## config.mk

```make
export PLATFORM = sky130hd
export DESIGN_NAME = fixed_point_adder
export DESIGN_NICKNAME = d
export VERILOG_FILES = /design/src/rtl/fixed_point_adder.sv
export SDC_FILE = /design/constraint.sdc
export NUM_CORES = 1
export LEC_CHECK = 0
export CAP_MARGIN = 15
export CORE_UTILIZATION = 59
export DETAILED_ROUTE_END_ITERATION = 16
export GPL_ROUTABILITY_DRIVEN = 0
export PLACE_DENSITY = 0.92
export SETUP_SLACK_MARGIN = 0.1
export SLEW_MARGIN = 20
export SYNTH_ARGS = -nofsm -noshare
export SYNTH_HDL_FRONTEND = slang
export SYNTH_SLANG_ARGS = --single-unit
export TNS_END_PERCENT = 20
```

## constraint.sdc

```tcl
create_clock -name clk -period 1.8 [get_ports clk]
set_input_delay 0.18 -clock clk [delete_from_list [all_inputs] [get_ports clk]]
set_output_delay 0.18 -clock clk [all_outputs]
set_load 0.1 [all_outputs]
```

## src/rtl/fixed_point_adder.sv

```systemverilog
// Registered signed-magnitude fixed-point adder with magnitude saturation.
// One operand pair is accepted per cycle; the result appears one clock later.
module fixed_point_adder #(
    parameter int WIDTH = 16,
    parameter int FRAC  = 8
) (
    input  logic             clk,
    input  logic             n_rst,
    input  logic             in_valid,
    input  logic [WIDTH-1:0] a,
    input  logic [WIDTH-1:0] b,
    output logic [WIDTH-1:0] c,
    output logic             out_valid,
    output logic             overflow
);

    localparam int MW = WIDTH - 1;

    // Fraction bits need no special handling because magnitudes add exactly;
    // FRAC only has to describe a legal format.
    generate
        if (WIDTH < 3 || FRAC < 0 || FRAC > WIDTH - 2) begin : g_bad_params
            $error("fixed_point_adder: illegal WIDTH/FRAC combination");
        end
    endgenerate

    logic          sa, sb;
    logic [MW-1:0] ma, mb;
    logic [MW:0]   sum;
    logic [MW-1:0] res_mag;
    logic          res_sign;
    logic          res_ovf;

    logic [WIDTH-1:0] c_d, c_q;
    logic             out_valid_d, out_valid_q;
    logic             overflow_d, overflow_q;

    assign sa  = a[WIDTH-1];
    assign sb  = b[WIDTH-1];
    assign ma  = a[MW-1:0];
    assign mb  = b[MW-1:0];
    assign sum = {1'b0, ma} + {1'b0, mb};

    always_comb begin
        res_mag  = '0;
        res_sign = 1'b0;
        res_ovf  = 1'b0;
        if (sa == sb) begin
            res_sign = sa;
            if (sum[MW]) begin
                res_mag = '1;
                res_ovf = 1'b1;
            end else begin
                res_mag = sum[MW-1:0];
            end
        end else if (ma >= mb) begin
            res_mag  = ma - mb;
            res_sign = sa;
        end else begin
            res_mag  = mb - ma;
            res_sign = sb;
        end
        // A zero magnitude is always reported as positive zero.
        if (res_mag == '0) begin
            res_sign = 1'b0;
        end
    end

    always_comb begin
        c_d         = c_q;
        overflow_d  = overflow_q;
        out_valid_d = in_valid;
        if (in_valid) begin
            c_d        = {res_sign, res_mag};
            overflow_d = res_ovf;
        end
    end

    always_ff @(posedge clk or negedge n_rst) begin
        if (!n_rst) begin
            c_q         <= '0;
            out_valid_q <= 1'b0;
            overflow_q  <= 1'b0;
        end else begin
            c_q         <= c_d;
            out_valid_q <= out_valid_d;
            overflow_q  <= overflow_d;
        end
    end

    assign c         = c_q;
    assign out_valid = out_valid_q;
    assign overflow  = overflow_q;

endmodule

```

==> qor.csv, run 1 <==
metric;value;unit
yosys.area_share.simple;0.165;
cts_inserted_buffers;3;
ys_ff_latch;18;
synthXorXnorAreaFrac;0.0262;
portBuffers;52;
ctsHoldBuffers;0;
htreeDepth;1;
syn_area_per_cell;7.97;µm²
rows;25;
synthTopCellsByArea;ha_1 (19%), dfrtp_1 (15%), a21oi_1 (6.0%), inv_1 (5.2%), nor2_1 (4.5%);
synth_edf_count;0;
ys_seq_area_frac;0.149;
synth-adder-area-share;0.211;
synth_top_cell_area_share;0.191;
dp.cells;591;
yosysUniqueCellTypes;64;
synthesis.area;3010;µm²
synth-compound-area-share;0.295;
syn-instance-count;378;
lastStage;4_1_cts;
ys_warn_count;0;
cts_resized;242;
postSynthNetCount;462;
synth-async-reset-ratio;1.00;
clkSinkCount;18;
synth_top_family_by_area;compound AO/OA/AOI/OAI gates;
clk_path_buf_depth;2;
io_pins;53;
synth.mux.area_fraction;0.0639;
error_line;[ERROR DPL-0038] Utilization greater than 100%, impossible to legalize;
synth_top_cell_by_area;ha_1;
chipHeight;73.5;µm
synthFlopType;dfrtp_1;
cts_setup_buffers;40;
clock-root-buffer;clkbuf_8;
place_area;4460;µm²
outcome;did not finish;
initial_core_util;0.626;
die_x;73.5;µm
dpl.hpwl;10100;µm
cell families after synthesis:
logic type | after synthesis
AOI/OAI and AO/OA | 124
and+or+nand+nor | 98
buffers and inverters | 63
adders and majority gates | 49
DFF | 18
muxes | 17
xor gates and xnor gates | 9
synth_stat cells, types with 3 or more instances:
cell type	instances
ha_1	46
inv_1	42
a21oi_1	36
nor2_1	36
o21ai_0	20
dfrtp_1	18
nand2_1	15
a21o_1	10
clkbuf_1	9
nand2b_1	9
mux2i_1	7
nor3_1	7
a221oi_1	5
buf_2	5
mux2_2	5
nand3_1	5
nand4_1	5
nor2b_1	5
o211ai_1	5
o21bai_1	5
xor2_1	5
nor4_1	4
o21a_1	4
xnor2_1	4
a211oi_1	3
and3_1	3
buf_4	3
fa_1	3
o21ai_1	3
o31a_1	3
metrics by stage:
stage               hold slack (ns)  setup slack, ns  TNS, ns
floorplan                    -0.116           -0.914    -9.05
global placement              0.470            -1.58   -21.55
detailed placement            0.498            -1.83   -25.13
==> run 2, diff against run 1 <==
Settings changed: CORE_UTILIZATION 59 to 40, PLACE_DENSITY 0.92 to unset, PLACE_DENSITY_LB_ADDON set to 0.15, SETUP_SLACK_MARGIN 0.1 to unset.
==> run 2 against run 1 <==
The flow now finishes, with violations (negative setup slack). Synthesized cell count unchanged. Synthesized area unchanged.
==> qor.csv, run 2 <==
metric;value;unit;change
outcome;complete, but fails checks;;
violations;negative setup slack;;
n_antenna_cell;0;;
chipHeight;88.8;µm;+21%
cts_inserted_buffers;3;;unchanged
grt_max_degree;24;;
yosys.area_share.simple;0.165;;unchanged
fin_nets;652;;
hold_viol_final;0;;
htreeDepth;1;;unchanged
mostFrequentLayoutCells;buf_4 (157), nor2_1 (30), a21oi_1 (24);;
top_layer;met4;;
dp_slack;-1.60;ns;+0.229 ns
cp_max_fo;4;;
postSynthNetCount;462;;unchanged
p_clk_frac;0.090;;
routed_wl;11200;µm;
ctsHoldBuffers;0;;unchanged
hold_path.class;in2async;;
crit_path_end_kind;flop;;
synthTopCellsByArea;ha_1 (19%), dfrtp_1 (15%), a21oi_1 (6.0%), inv_1 (5.2%), nor2_1 (4.5%);;
grt_first_pass_wirelength;16700;µm;
finalMaxSlewViolations;0;;
swShare;0.500;;
internal_power;1840;µW;
synth_top_cell_area_share;0.191;;unchanged
synth.mux.area_fraction;0.0639;;unchanged
syn_area_per_cell;7.97;µm²;unchanged
grt_pass1_vias;3546;;
yosysMostFrequentCell;ha_1;;
layout_commonest_cell;buf_4;;
portBuffers;52;;unchanged
cap_violations;0;;
drive_above_1_share;0.573;;
synthesis.area;3010;µm²;unchanged
p_per_area;682;nW/µm²;
cp.required;1.94;ns;
fp.dieArea;7890;µm²;
ys_seq_area_frac;0.149;;unchanged
fillCellCount;503;;
synth_top_family_by_area;compound AO/OA/AOI/OAI gates;;
ir_drop;0.390;mV;
synthFlopType;dfrtp_1;;
synth-async-reset-ratio;1.00;;unchanged
synth-adder-area-share;0.211;;unchanged
netlist_top_cells_count;ha_1 (46), inv_1 (42), a21oi_1 (36), nor2_1 (36), o21ai_0 (20);;
via_per_inst;5.51;;
io_pins;53;;unchanged
path_class;in2reg;;
core_area;7250;µm²;
setup_viol;17;;
ant_nets;0;;
cts_tree;done;;
synthXorXnorAreaFrac;0.0262;;unchanged
die_x;88.8;µm;+21%
dpl.hpwl;7810;µm;-22%
startpoint_type;primary input;;
min_period;2.83;ns;
critPathMaxStageDelay;0.36;ns;
dr.pass1.iters;5;;
p_leak;0.00251;µW;
synth_top_cell_by_area;ha_1;;
area_delta_synth_final;79.0;%;
synth-compound-area-share;0.295;;unchanged
largest_reg_flops;16;;
path_cells;buf_8 -> buf_6 -> ha_4 -> o211ai_1 -> a21oi_4 -> o41ai_4 -> buf_4 -> buf_6 -> nor2_2 -> o32ai_2 -> mux2i_1 -> o21a_1 -> nand4_1 -> nor4b_4 -> a21oi_2;;
vias;3670;;
initial_core_util;0.416;;-0.210
crit_top_cell;buf_6;;
clkSinkCount;18;;unchanged
arrival;2.97;ns;
track_usage;0.269;;
clock-root-buffer;clkbuf_8;;
drc_errors;0;;
ys_ff_latch;18;;unchanged
clk_pin_slew;0.07;ns;
wl_per_cell;16.9;µm;
grt.overflow.total;0;;
clk_latency;0.25;ns;
setup_ws;-1.03;ns;
synth_edf_count;0;;unchanged
rows;31;;+24%
antenna_found_initial;0;;
dr_wl_met2;5690;µm;
clock.fmax;353;MHz;
met3WireLength;534;µm;
worst_pin_slew;0.794;ns;
clk_path_buf_depth;2;;unchanged
first_iter_violations;263;;
holdWs;0.250;ns;
ys_warn_count;0;;unchanged
rsz0062_at_grt;yes;;
met1_length;4590;µm;
p_sw;1840;µW;
critPathTopFamily;compound AO/OA/AOI/OAI gates;;
fin_skew;0;ns;
yosysUniqueCellTypes;64;;unchanged
maxSlewHeadroom;0.467;;
syn-instance-count;378;;unchanged
path_buf_inv;4;;
combinationalPowerShare;0.762;;
power_frac_seq;0.148;;
cp_slowest_cell;mux2i_1;;
fin_crit_sh;1.57;;
## run 2: cell counts after synthesis
No cell type changed its count.
## run 2: routing by layer
layer  track usage  vias up
li1              -     1730
met3        0.0308       47
met2         0.494      183
met5             0        -
met1         0.330     1710
met4        0.0762        0
## run 2: final cells by class
type	instances	area, µm²	area share
clock buffers	4	55.1	0.0102
multi-input cells	297	2970	0.551
flip-flops and latches	18	450	0.0835
inverters	43	169	0.0313
repair buffers	205	1630	0.301
well taps	99	124	0.0230
## run 2: repair_timing
item / 4_1_cts / 5_1_grt
pin swaps: 67 / 33
setup endpoints to repair: 17 / 17
setup buffers: 16 / 16
resized for setup: 232 / 37
cloned: 0 / 0
## run 2: worst paths after layout
kind / slack (ns) / startpoint / to / cells after the start
worst max-delay path: -1.03 / a[2] / c[15] / 15
worst min-delay path: 0.25 / n_rst / c[14] / 2
worst max register to register: 1.02 / c[12] / c[12] / 1
worst min register to register: 0.49 / c[11] / c[11] / 1
max in group asynchronous: 1.36 / n_rst / c[8] / 2
min in group clk: 0.37 / b[0] / c[0] / 4
## run 2: kinds of logic after synthesis
logic type,Yosys count
compound gates,124
simple gates,98
buf+inv,63
fa+ha+maj,49
flops,18
mux,17
xor+xnor,9
## run 2: stage by stage
step	TNS (ns)	area [µm²]	power, µW	instances	util
after floorplan	-9.05	3150	2000	378	-
after global placement	-22.91	4530	2810	631	0.625
after detailed placement	-23.46	4530	2830	631	0.625
after CTS	-9.88	5130	3460	651	0.708
after global routing	-13.54	5400	3850	666	0.744
final	-12.27	5400	3680	666	0.744
## run 2: power by group through the flow
stage	Clock, µW	Combinational [µW]	Sequential [µW]
floorplan	0	821	1180
global placement	0	2260	543
detailed placement	0	2280	546
CTS	336	2590	539
global route	350	2940	553
finish	332	2800	545
No activity file was read; power rests on OpenSTA's default activity.
==> run 3, diff against run 2 <==
Settings changed: CAP_MARGIN 15 to unset.
==> results of run 3 <==
No change in the layout: final DEF, timing and power equal those of run 2.
